## src/rtl/if_fetch_stage.sv

```systemverilog
// if_fetch_stage
//   Instruction-fetch stage of the 16-bit pipelined processor, directly
//   upstream of ID. Owns the PC and the start/stop control FSM, drives the
//   instruction-memory read port and loads the IF/ID pipeline register.
//   Honours the hazard unit's stall and the EX stage's branch redirect.
//   After a HALT is fetched it lets the pipeline drain before raising stop.
//
// Ports
//   clk, rst        clock; synchronous active-high reset
//   start           one-cycle pulse, leaves IDLE
//   stop            high while in HALT
//   im_r_data       IM read data (combinational, same cycle as im_addr)
//   im_addr, im_rd  IM address (= pc) and read enable (= RUN)
//   stall           hold PC and IF/ID
//   branch_taken,
//   branch_target   redirect fetch
//   if_id_instr,
//   if_id_pc1,
//   if_id_valid     IF/ID pipeline register (NOP/invalid = all zero)
module if_fetch_stage #(
  parameter int                   OP_WIDTH     = 4,
  parameter int                   ADDR_WIDTH   = 8,
  parameter int                   DATA_WIDTH   = 16,
  parameter logic [OP_WIDTH-1:0]  HALT_OP      = 4'hF,
  parameter int                   DRAIN_CYCLES = 4
) (
  input  logic                  clk,
  input  logic                  rst,
  input  logic                  start,
  output logic                  stop,
  input  logic [DATA_WIDTH-1:0] im_r_data,
  output logic [ADDR_WIDTH-1:0] im_addr,
  output logic                  im_rd,
  input  logic                  stall,
  input  logic                  branch_taken,
  input  logic [ADDR_WIDTH-1:0] branch_target,
  output logic [DATA_WIDTH-1:0] if_id_instr,
  output logic [ADDR_WIDTH-1:0] if_id_pc1,
  output logic                  if_id_valid
);

  localparam int CNT_W = (DRAIN_CYCLES > 1) ? $clog2(DRAIN_CYCLES) : 1;

  typedef enum logic [1:0] {IDLE, RUN, DRAIN, HALT} state_t;

  state_t                state;
  logic [ADDR_WIDTH-1:0] pc;
  logic [ADDR_WIDTH-1:0] pc1;
  logic [CNT_W-1:0]      drain_cnt;
  logic                  is_halt;

  // pc+1 wraps naturally at the address width
  assign pc1     = pc + ADDR_WIDTH'(1);
  assign im_addr = pc;
  assign is_halt = (im_r_data[DATA_WIDTH-1 -: OP_WIDTH] == HALT_OP);

  always_ff @(posedge clk) begin
    if (rst) begin
      state       <= IDLE;
      pc          <= '0;
      drain_cnt   <= '0;
      if_id_instr <= '0;
      if_id_pc1   <= '0;
      if_id_valid <= 1'b0;
      stop        <= 1'b0;
      im_rd       <= 1'b0;
    end else begin
      case (state)
        IDLE: begin
          if (start) begin
            state <= RUN;
            im_rd <= 1'b1;
          end
        end

        RUN: begin
          if (branch_taken) begin
            // redirect wins over stall: the fetched word is on the wrong path
            pc          <= branch_target;
            if_id_instr <= '0;
            if_id_pc1   <= '0;
            if_id_valid <= 1'b0;
          end else if (!stall) begin
            if_id_instr <= im_r_data;
            if_id_pc1   <= pc1;
            if_id_valid <= 1'b1;
            if (is_halt) begin
              // HALT goes down the pipe; pc parks on it and fetch stops
              drain_cnt <= CNT_W'(DRAIN_CYCLES - 1);
              state     <= DRAIN;
              im_rd     <= 1'b0;
            end else begin
              pc <= pc1;
            end
          end
        end

        DRAIN: begin
          if (branch_taken) begin
            // an older branch resolved taken: the HALT was speculative
            pc          <= branch_target;
            if_id_instr <= '0;
            if_id_pc1   <= '0;
            if_id_valid <= 1'b0;
            drain_cnt   <= '0;
            state       <= RUN;
            im_rd       <= 1'b1;
          end else if (!stall) begin
            // HALT has moved on to ID; feed bubbles behind it
            if_id_instr <= '0;
            if_id_pc1   <= '0;
            if_id_valid <= 1'b0;
            if (drain_cnt == '0) begin
              state <= HALT;
              stop  <= 1'b1;
            end else begin
              drain_cnt <= drain_cnt - CNT_W'(1);
            end
          end
        end

        HALT: begin
          // absorbing; only rst leaves
        end

        default: state <= IDLE;
      endcase
    end
  end

endmodule

```

## config.mk

```make
export PLATFORM = sky130hd
export DESIGN_NAME = if_fetch_stage
export DESIGN_NICKNAME = d
export VERILOG_FILES = /design/src/rtl/if_fetch_stage.sv
export SDC_FILE = /design/constraint.sdc
export NUM_CORES = 1
export LEC_CHECK = 0
export CAP_MARGIN = 5
export CORE_MARGIN = 4
export CORE_UTILIZATION = 50
export DETAILED_ROUTE_END_ITERATION = 16
export GPL_TIMING_DRIVEN = 0
export PLACE_DENSITY = 0.86
export SLEW_MARGIN = 20
export SYNTH_ARGS = -nofsm -noshare
export SYNTH_HDL_FRONTEND = slang
export SYNTH_SLANG_ARGS = --single-unit
```

## constraint.sdc

```tcl
create_clock -name clk -period 2.77 [get_ports clk]
set_clock_uncertainty 0.15 [all_clocks]
set_input_delay 0.4155 -clock clk [delete_from_list [all_inputs] [get_ports clk]]
set_output_delay 0.4155 -clock clk [all_outputs]
set_load 0.03 [all_outputs]
```

# Yosys cells after proc, flatten, opt, wreduce, memory -nomap -nowiden
# Index checks and enable logic that the tools add are counted.
[classes]
addsub = 2
multipliers = 0
div_mod_pow = 0
n_lt_le_gt_ge = 0
eq_ne = 13
shift = 0
n_mux = 41
n_bitwise = 2
reduce_logical = 10
[op_table]
columns = ["cell", "n"]
rows = [
  ["$mux W16", 4],
  ["$mux W8", 8],
  ["$pmux W16 S2", 1],
  ["$pmux W8 S2", 2],
  ["$mux W2", 13],
  ["$ne A3 B3 Y1 const B", 5],
  ["$reduce_and A6 Y1", 2],
  ["$ne A2 B2 Y1 const B", 5],
  ["$mux W1", 9],
  ["$add A8 B1 Y8 const B", 1],
  ["$reduce_and A4 Y1", 2],
  ["$reduce_and A7 Y1", 1],
  ["$pmux W2 S3", 1],
  ["$eq A4 B4 Y1 const B", 1],
  ["$logic_not A2 Y1", 2],
  ["$pmux W2 S2", 1],
  ["$pmux W1 S3", 1],
  ["$reduce_and A3 Y1", 1],
  ["$reduce_bool A3 Y1", 1],
  ["$eq A2 B1 Y1 const B", 1],
  ["$eq A2 B2 Y1 const B", 1],
  ["$not A1 Y1", 2],
  ["$pmux W1 S2", 1],
  ["$reduce_bool A2 Y1", 1],
  ["$sub A2 B1 Y2 const B", 1],
]
[totals]
reg_bits = 39
latch_bits = 0
ramBits = 0
mem_bits_ro = 0
inputBits = 29
word_cells = 76
memories = 0

# Logic depth before layout (Yosys ltp)
# Gate-level depths: netlist of the first run.
[depth]
word_depth = 5
depth_mapped = 8
mapped_depth_nobuf = 6

# Worst setup path after synthesis of the first run
# OpenSTA, ideal clock, no wires.
[synth_timing]
path_type = "register -> register"
start = "register state[0]"
end = "register drain_cnt[1]"
arrival_time_ps = 1485
t_required_ps = 2488
path_slack_ps = 1003
stages_incl_launch_ff = 8
cell_sequence = "dfxtp_1 > inv_1 > ha_1 > buf_6 > nand2b_1 > a211oi_1 > o21a_1 > o31ai_1"
[synth_between]
elab_chain_len = 3
word_cells_on_any_way = 10
classes_between = "eq/ne: 7; mux: 1; reduce/logical: 2"
[synth_lines]
columns = ["item", "line_no", "rtl"]
rows = [
  ["start, declared", "46", "state_t state;"],
  ["start signal, assigned", "59", "state <= IDLE;"],
  ["start signal, assigned", "71", "state <= RUN;"],
  ["start signal, assigned", "90", "state <= DRAIN;"],
  ["$eq A2 B2 Y1 or $eq A2 B1 Y1 (tied branches)", "68", "case (state)"],
  ["$ne A3 B3 Y1 (no source line), or another cell as far along", "-", ""],
  ["$reduce_and A6 Y1 (no source line)", "-", ""],
  ["end signal, assigned", "89", "drain_cnt <= CNT_W'(DRAIN_CYCLES - 1);"],
  ["end signal, assigned", "117", "drain_cnt <= drain_cnt - CNT_W'(1);"],
  ["end, declared", "49", "logic [CNT_W-1:0] drain_cnt;"],
]
# Several ways; a longest one is shown, not always the timed one.
# A chain may end at the register's enable or synchronous reset.

# Final worst setup path of the first run
[layout_timing]
start = "register pc[2], in the netlist im_addr[2]"
end = "output im_addr[2]"
[layout_lines]
columns = ["item", "line_no", "rtl"]
rows = [
  ["start, declared", "47", "logic [ADDR_WIDTH-1:0] pc;"],
  ["start signal, assigned", "79", "pc <= branch_target;"],
  ["start signal, assigned", "93", "pc <= pc1;"],
  ["start signal, assigned", "101", "pc <= branch_target;"],
  ["end, declared", "32", "output logic [ADDR_WIDTH-1:0] im_addr,"],
]
# No word-level cell between the ends.

==> results of run 1 <==
-- worst min path at each step --
stage	to	slack, ns	startpoint	depth (start not counted)
floorplan	drain_cnt[1]	0.30	drain_cnt[1]	2
global placement	if_id_pc1[7]	0.30	if_id_pc1[7]	2
detailed placement	if_id_pc1[7]	0.31	if_id_pc1[7]	2
CTS	if_id_pc1[7]	0.32	if_id_pc1[7]	2
global route	drain_cnt[1]	0.34	drain_cnt[1]	2
finish	if_id_pc1[7]	0.31	if_id_pc1[7]	2
-- per-stage QoR --
stage,total power (W),hold WS [ns],instance area (µm²),worst slack (ns),cells
finish,0.00237,0.311,2900,0.688,334
global route,0.00250,0.342,2900,0.616,334
CTS,0.00238,0.319,2900,0.690,334
detailed placement,0.00190,0.307,2790,0.422,326
global placement,0.00187,0.303,2790,0.449,326
floorplan,0.00155,0.296,2100,1.00,214
-- synth_stat cells, types with 2 or more instances --
master                       n
sky130_fd_sc_hd__xnor2_1     3
sky130_fd_sc_hd__clkbuf_1    5
sky130_fd_sc_hd__a32o_1      2
sky130_fd_sc_hd__o31ai_1     3
sky130_fd_sc_hd__a21oi_1     9
sky130_fd_sc_hd__buf_2       2
sky130_fd_sc_hd__a22oi_1     4
sky130_fd_sc_hd__nor3_1      3
sky130_fd_sc_hd__a31o_2      2
sky130_fd_sc_hd__nand4_1     4
sky130_fd_sc_hd__nor3b_1     2
sky130_fd_sc_hd__nand2b_1    4
sky130_fd_sc_hd__a22oi_2    17
sky130_fd_sc_hd__a41oi_1     2
sky130_fd_sc_hd__nand3_1     7
sky130_fd_sc_hd__a211oi_2    2
sky130_fd_sc_hd__inv_1       6
sky130_fd_sc_hd__o21ai_0     7
sky130_fd_sc_hd__xor2_1      3
sky130_fd_sc_hd__nor2_2     12
sky130_fd_sc_hd__nand2_1    11
sky130_fd_sc_hd__nor2_1     16
sky130_fd_sc_hd__buf_6       7
sky130_fd_sc_hd__o211ai_1    3
sky130_fd_sc_hd__dfxtp_1    39
sky130_fd_sc_hd__ha_1        7
sky130_fd_sc_hd__o2111ai_1   2
sky130_fd_sc_hd__buf_4       2
sky130_fd_sc_hd__a211oi_1    2
sky130_fd_sc_hd__nor2b_1     2
sky130_fd_sc_hd__o21ai_1     3
-- power by group through the flow --
stage / combinational (W) / clock, W / sequential (W)
2_1_floorplan: 0.000650 / 0 / 0.000899
3_3_place_gp: 0.00112 / 0 / 0.000746
3_5_place_dp: 0.00115 / 0 / 0.000751
4_1_cts: 0.00115 / 0.000488 / 0.000739
5_1_grt: 0.00124 / 0.000512 / 0.000753
6_report: 0.00115 / 0.000482 / 0.000740
-- tightest hold or removal path: cells and delay by family (launching register included) --
kind | cells | cell delay, ns
compound gates | 1 | 0.05
flops | 1 | 0.32
simple gates | 1 | 0.06
-- cells by family (layout without fill, tap and decap cells) --
family,Yosys count,count (layout),share of synthesized area
compound gates,69,69,0.312
simple gates,68,68,0.171
flops,39,39,0.371
buf+inv,24,94,0.0749
fa+ha+maj,7,7,0.0416
xor+xnor,6,6,0.0250
mux,1,1,0.00476
-- area by class of cell --
cell class              instances  area, µm²
multi-input cells             151       1170
fillers                       310       1130
flip-flops and latches         39        781
repair buffers                 62        621
plain buffers                  16        123
clock buffers                   5       68.8
well taps                      50       62.6
clock inverters                 3       43.8
inverters                       8       35.0
-- routing by layer --
layer / vias to the layer above / routed length, µm
li1: 924 / -
met1: 889 / 2350
met2: 62 / 2500
met3: 14 / 363
met4: 0 / 143
met5: - / 0
-- state kept, by name, indices dropped and copies added, names as in the netlist --
name         cells
if_id_pc1        8
drain_cnt        2
stop             1
im_addr          8
if_id_valid      1
state            2
im_rd            1
if_id_instr     16
==> run summary, run 1 <==
The tools report the sort of element at the end of the critical path as an output pin. The worst setup path category was flip-flop to output pin. The final number of setup-violating endpoints is 0. For the number of global-route vias before repair, the log shows 1,859.

At the worst endpoint, the required time is 2.20 ns. 64 I/O pins were placed. The maximum number of pins on one net before global-route repair was 14; the buffer and inverter count on the worst path was 1. The library cell used most frequently in the layout, excluding fill and tap cells, is sky130_fd_sc_hd__clkdlybuf4s50_1. The minimum clock period after layout came out at 2.08 ns. For the data arrival time at the worst-slack endpoint, the log shows 1.52 ns. For the worst IR drop on VDD, the log shows 518 µV. The logs give 0.0730 for the met3 usage and 0.203 for the clock network power share. The worst relative slew slack came out at 0.588.

The area growth from synthesis to layout is 37.8%. The worst setup path is launched from a flip-flop. In the layout the commonest cells are 62 x sky130_fd_sc_hd__clkdlybuf4s50_1, 39 x sky130_fd_sc_hd__dfxtp_1, 17 x sky130_fd_sc_hd__a22oi_2, 16 x sky130_fd_sc_hd__nor2_1, 12 x sky130_fd_sc_hd__nor2_2. Global routing finished with a remaining overflow of 0. The number of distinct library cells after synthesis was 52; the global-route track usage on met1 was 0.273.

The count of cell instances traversed by the critical path works out to 1. The tools report the buffer type at the clock tree root as sky130_fd_sc_hd__clkbuf_8. In this run the worst setup path terminates at im_addr[2].

For the placer's final routability congestion estimate, the log shows 0.814. The run gives 0.973 nW as the static leakage. TritonCTS built the clock tree.

The depth of the worst register-to-register path was 7. The proportion of synthesized flip-flops having asynchronous set or reset is 0. The primary flip-flop cell chosen by synthesis mapping was sky130_fd_sc_hd__dfxtp_1.

End of the worst register-to-register path: if_id_pc1[4]. The power density over the cells is 817 nW/µm². The worst stage delay on the critical path came out at 0.73 ns. The logs give 0.312 for the part of the power in registers and 0 for the number of hold buffers added after cts. After routing, the total negative slack on setup checks comes to 0 ns. After legalization and detailed placement, the total HPWL measured 3910 µm.

The combinational group share of total power was 0.484. In this run the power spent charging and discharging nets is 0.000943 W. Worst setup path startpoint: im_addr[2]. For this run, the number of Yosys warnings is 0. The tools report the number of clock sinks as 39. In this run the standard cell core region covers 4030 µm². The count of state elements after synthesis was 39.

The first TritonRoute pass finished after 4 iterations. The total wirelength of the detailed-routed design is 5360 µm, and the overall die height is 72.9 µm. Walking the worst path, the cells encountered are clkdlybuf4s50_1. After global routing, the most crowded layer is met2. Upper clock frequency limit: 480 MHz. Of all cell types, the one taking the most synthesized area is sky130_fd_sc_hd__dfxtp_1.

After the first detailed-routing iteration, the DRC count stood at 131. The later pin in the worst-skew pair is clocked with a latency of 0.30 ns. The logs give 2100 µm² for the summed instance area of the synthesized netlist and 0 for the DRC violations left. Yosys mapped a number of flops with a built-in enable equal to 0. At the end of the flow, the number of nets in the layout was 319. The clock passes through at most 2 buffers.

The post-CTS setup repair buffer count was 0. The proportion of layout cells with a drive suffix above 1 is 0.222, and the clock-pin transition on the worst setup and hold timing paths is 0.08 ns. The x dimension of the die works out to 72.9 µm. By area the synthesized netlist is led by sky130_fd_sc_hd__dfxtp_1 37%, sky130_fd_sc_hd__a22oi_2 10%, sky130_fd_sc_hd__ha_1 4.2%. The maximum fanout count along the critical path is 7. Setup repair after global routing left no endpoint under its margin. The post-route fraction of the period consumed by the critical path is 0.752. Synthesis produced 214 cells. The share of the synthesized area in the top cell type was 0.371; the number of CTS-inserted buffers was 5. The count of vias placed by the detailed router was 1,889.

Row generation in the floorplan step produced 23 rows. The number of nets still failing antenna checks after routing is 0, and the mean area per synthesized cell is 9.83 µm². The die covers 5310 µm². The number of antenna diodes in the final layout is 0. The hold violation total from the final report came out at 0.

The run finished with clean final reports. The number of nets in the synthesized netlist is 250. The worst hold path belongs to the class flip-flop to flip-flop. In this run the tool buffered the top-level ports with 62 buffer cells. CTS built an H-tree with a depth of 2. Internal power comes to 0.00143 W. The average via count per standard cell is 5.66.

In the final routed layout, each cell accounts on average for 16.0 µm. Grouping stages by cell kind, the critical path spends the most delay in buffers and inverters. For the utilization of the core after routing, the log shows 0.720. Max-cap violations in this run came to 0. The slack of the worst reg-to-reg path was 0.74 ns; the slew at the pin closest to its max-slew limit was 0.618 ns. The tools report the initial core utilization as 0.522. In this run, post-CTS repair resized a total of 0 instances. For the initial antenna violation count, the log shows 0. Worst flop-to-flop path startpoint: state[1]. The fraction of power spent switching nets was 0.398. The run gives 0.371 as the sequential cell area fraction in the yosys report.

The tools report the global routing usage summed across all routing layers as 0.215. The slowest cell on the critical path is sky130_fd_sc_hd__clkdlybuf4s50_1. The first global-routing pass estimated 8830 µm of wire. The logs give 0 for the max-slew violation count and 0.333 for the met2 layer usage reported by global route.
No activity file was read; power rests on OpenSTA's default activity.
==> inputs of run 2 (changes only) <==
--- a/config.mk
+++ b/config.mk
@@ -7,10 +7,10 @@
 export LEC_CHECK = 0
 export CAP_MARGIN = 5
 export CORE_MARGIN = 4
-export CORE_UTILIZATION = 50
+export CORE_UTILIZATION = 42
 export DETAILED_ROUTE_END_ITERATION = 16
 export GPL_TIMING_DRIVEN = 0
-export PLACE_DENSITY = 0.86
+export PLACE_DENSITY = 0.77
 export SLEW_MARGIN = 20
 export SYNTH_ARGS = -nofsm -noshare
 export SYNTH_HDL_FRONTEND = slang
==> constraint.sdc (replaced) <==
create_clock -name clk -period 1.7 [get_ports clk]
set_clock_uncertainty 0.15 [all_clocks]
set_input_delay 0.255 -clock clk [delete_from_list [all_inputs] [get_ports clk]]
set_output_delay 0.255 -clock clk [all_outputs]
set_load 0.03 [all_outputs]
==> run 2 against run 1 <==
The flow now finishes with violations (setup timing). Sequential share of layout area is 5.0 points lower. Highest routed layer unchanged. Critical path type is now flip-flop to flip-flop. Die area is 17% higher. Via count is 15% higher. Combinational power is 150% higher. Largest power group unchanged.
==> run summary, run 2 (same netlist as run 1, synthesis figures left out) <==
The number of clock sinks is 39 (unchanged), and the antenna diode count is 0 (unchanged). The total global routing overflow is 0 (unchanged). The tools report the startpoint class of the critical path as a flip-flop (unchanged). The logs give 0 (unchanged) for the max-slew violation count and 301 (was 310) for the total of fill cells in the finished design. The logs give 5 (unchanged) for the number of CTS-inserted buffers and 6210 µm² (was 5310 µm²) for the total die area. For the number of detailed-routing iterations run before antenna repair, the log shows 4 (unchanged). The tools report the number of hold buffers added after cts as 0 (unchanged). The tools report the minimum setup slack after placement as -0.504 ns (was 0.422 ns).

Cells along the critical path: inv_4, ha_4, buf_8, a2111oi_4, buf_6, buf_12, buf_16, a22oi_2, nor2_1 (was clkdlybuf4s50_1). The worst min-delay path class was flip-flop to flip-flop (unchanged). The run gives 3960 µm (was 3910 µm) as the half-perimeter wire length of the detailed placement result. For the final cell area excluding filler cells, the log shows 3590 µm² (was 2900 µm²). The proportion of layout cells with a drive suffix above 1 was 0.433 (was 0.222). The register with the most flip-flops was if_id_instr (unchanged).

The count of vias placed by the detailed router is 2,163 (was 1,889). The reported net switching power was 0.00197 W (was 0.000943 W); the data arrival time at the worst-slack endpoint was 1.96 ns (was 1.52 ns). The flow ran to the end, but the final reports show violations. The H-tree depth was 2 (unchanged); the sum of routed wire segments on met1 was 2850 µm (was 2350 µm). The average via count per standard cell works out to 5.60 (was 5.66). Post-route fraction of the period consumed by the critical path: 1.10. Highest signal layer in the routed design: met4 (unchanged). The run gives 343 (was 326) as the cell count after placement. The run gives 194 (was 131) as the initial detailed-routing violation count. The slew at the pin closest to its max-slew limit was 0.745 ns (was 0.618 ns); the clock tree buffer depth was 2 (unchanged).

Hold violation total from the final report: 0 (unchanged). The overall die height is 78.8 µm (was 72.9 µm), and the worst IR drop on VDD is 605 µV (was 518 µV). The clock latency reported for the late side of the worst-skew pair came out at 0.30 ns (about the same). The total wirelength of the detailed-routed design was 6970 µm (was 5360 µm). The tools report the number of global-route vias before repair as 2,303 (was 1,859). For the finished layout, the period the worst path requires is 1.87 ns. The part of the power in registers came out at 0.259 (was 0.312).

Commonest cells after routing, fill and taps aside: 37 x sky130_fd_sc_hd__dfxtp_1, 36 x sky130_fd_sc_hd__dlygate4sd2_1, 25 x sky130_fd_sc_hd__clkdlybuf4s50_1, 21 x sky130_fd_sc_hd__a22oi_2, 18 x sky130_fd_sc_hd__buf_4 (was 62 x sky130_fd_sc_hd__clkdlybuf4s50_1, 39 x sky130_fd_sc_hd__dfxtp_1, 17 x sky130_fd_sc_hd__a22oi_2, 16 x sky130_fd_sc_hd__nor2_1, 12 x sky130_fd_sc_hd__nor2_2). The run gives 2830 µm² (was 2790 µm²) as the area of placed instances. The fraction of power spent switching nets is 0.415 (was 0.398). The slowest cell on the critical path was sky130_fd_sc_hd__dfxtp_4 (was sky130_fd_sc_hd__clkdlybuf4s50_1). The global-route wire length before repair was 11,300 µm (was 8830 µm); the count of placed standard cells in the final layout, fillers left out was 386 (was 334). The run gives 0.232 (was 0.215) as the global routing usage summed across all routing layers. The checks that failed: setup timing. The count of pins on the block boundary is 64 (unchanged), and the clock-pin transition on the worst setup and hold timing paths is 0.10 ns (was 0.08 ns). The initial core utilization was 0.440 (was 0.522). The layout-stage area growth over the synthesis result is 70.6% (was 37.8%), and the initial antenna violation count is 0 (unchanged). Count of buffers inserted at the top-level ports: 62 (unchanged). The number of flip-flops in the largest register is 16 (unchanged), and the x dimension of the die is 78.8 µm (was 72.9 µm). The maximum number of pins on one net before global-route repair is 15 (was 14). Worst setup path category: flip-flop to flip-flop (was flip-flop to output pin).

Static timing analysis puts the maximum clock frequency at 534 MHz. The tools report the clock network power share as 0.146 (was 0.203). Depth of the worst register-to-register path: 9 (was 7). The met2 wirelength from detailed routing is 3400 µm (was 2500 µm), and the combinational group share of total power is 0.595 (was 0.484). The core region area was 4790 µm² (was 4030 µm²). The logs give 571 µm (was 363 µm) for the length of routed met3 wiring and -0.174 ns (was 0.688 ns) for the least setup slack across all paths after layout. Sort of element at the end of the critical path: a flip-flop (was an output pin). The net count reported at finish is 354 (was 319), and the worst stage delay on the critical path is 0.40 ns (was 0.73 ns). The DRC violations left was 0 (unchanged).

Number of rows created at floorplan: 25 (was 23). Setup repair after global routing could not meet its margin everywhere. Most common cell after layout, fill and taps aside: sky130_fd_sc_hd__dfxtp_1 (was sky130_fd_sc_hd__clkdlybuf4s50_1). The logs give 0.504 (was 0.588) for the worst relative slew slack and 0 (unchanged) for the number of maximum-capacitance violations.

Internal power: 0.00278 W (was 0.00143 W). The static leakage was 1.42 nW (was 0.973 nW); the power density over the cells was 1320 nW/µm² (was 817 nW/µm²). The average wire per standard cell was 18.1 µm (was 16.0 µm). The logs give 0 (unchanged) for the number of nets still failing antenna checks after routing and 1430 µm² (was 1170 µm²) for the area of the multi-input gates.

The depth of the worst hold-timing path came out at 2 (unchanged). The buffer type at the clock tree root was sky130_fd_sc_hd__clkbuf_8 (unchanged). The sequential cell area was 788 µm² (was 781 µm²); the endpoint required time on the critical path was 1.78 ns (was 2.20 ns). Final number of setup-violating endpoints: 38 (was 0).

The tools report the placer's final routability congestion estimate as 0.847 (was 0.814). TritonCTS built the clock tree. The maximum fanout count along the critical path is 6 (was 7).
run 2: changes by cell type in the layout (fill, tap and decap cells not counted), moves of 4 or more:
cell / change
sky130_fd_sc_hd__buf_6: +8
sky130_fd_sc_hd__dlygate4sd2_1: +36
sky130_fd_sc_hd__a22oi_1: -4
sky130_fd_sc_hd__clkdlybuf4s50_1: -37
sky130_fd_sc_hd__buf_4: +16
sky130_fd_sc_hd__buf_16: +4
sky130_fd_sc_hd__buf_8: +5
sky130_fd_sc_hd__a22oi_2: +4
sky130_fd_sc_hd__ha_1: -5
sky130_fd_sc_hd__ha_4: +5
run 2: area by class of cell:
class	count	area share
buffer	14	0.0369
clock inverter	3	0.00662
multi-input combinational	151	0.399
sequential	39	0.220
clock buffer	5	0.0192
inverter	8	0.0112
timing repair buffer	99	0.284
tap	67	0.0234
run 2: critical path, delay by kind of cell, from the launching register on:
kind	cells	cell delay, ns
compound gates	2	0.38
flops	1	0.40
buf+inv	5	0.58
fa+ha+maj	1	0.16
simple gates	1	0.13
run 2: path summary, 6_finish.rpt:
kind,to,start,slack [ns]
worst max-delay path,if_id_pc1[3],state[1],-0.17
worst min-delay path,if_id_pc1[5],if_id_pc1[5],0.32
worst max register to register,if_id_pc1[3],state[1],-0.17
worst min register to register,if_id_pc1[5],if_id_pc1[5],0.32
run 2: timing repair:
item / 4_1_cts / 5_1_grt
setup buffers: 30 / 2
pin swaps: 30 / 31
resized for setup: 103 / 15
hold endpoints to repair: 0 / 0
setup endpoints to repair: 72 / 39
cloned: 5 / 0
run 2: power groups by stage:
stage | Combinational, W | Clock [W] | Sequential [W]
after detailed placement | 0.00188 | 0 | 0.00123
after floorplan | 0.00107 | 0 | 0.00147
after global placement | 0.00185 | 0 | 0.00122
after global routing | 0.00298 | 0.000720 | 0.00125
after CTS | 0.00266 | 0.000679 | 0.00122
final | 0.00283 | 0.000691 | 0.00123
run 2: metal layers:
metal	track usage	vias up
met5	0	-
met4	0.0927	0
met3	0.0601	17
met2	0.404	109
met1	0.269	1041
li1	-	996
run 2: metrics by stage:
stage	TNS, ns	utilization	total power [W]	hold slack [ns]
4_1_cts	-2.55	0.738	0.00456	0.311
2_1_floorplan	-0.0164	-	0.00254	0.255
3_5_place_dp	-15.69	0.590	0.00310	0.302
5_1_grt	-6.17	0.750	0.00494	0.350
6_report	-3.88	0.750	0.00475	0.318
3_3_place_gp	-14.96	0.590	0.00307	0.294
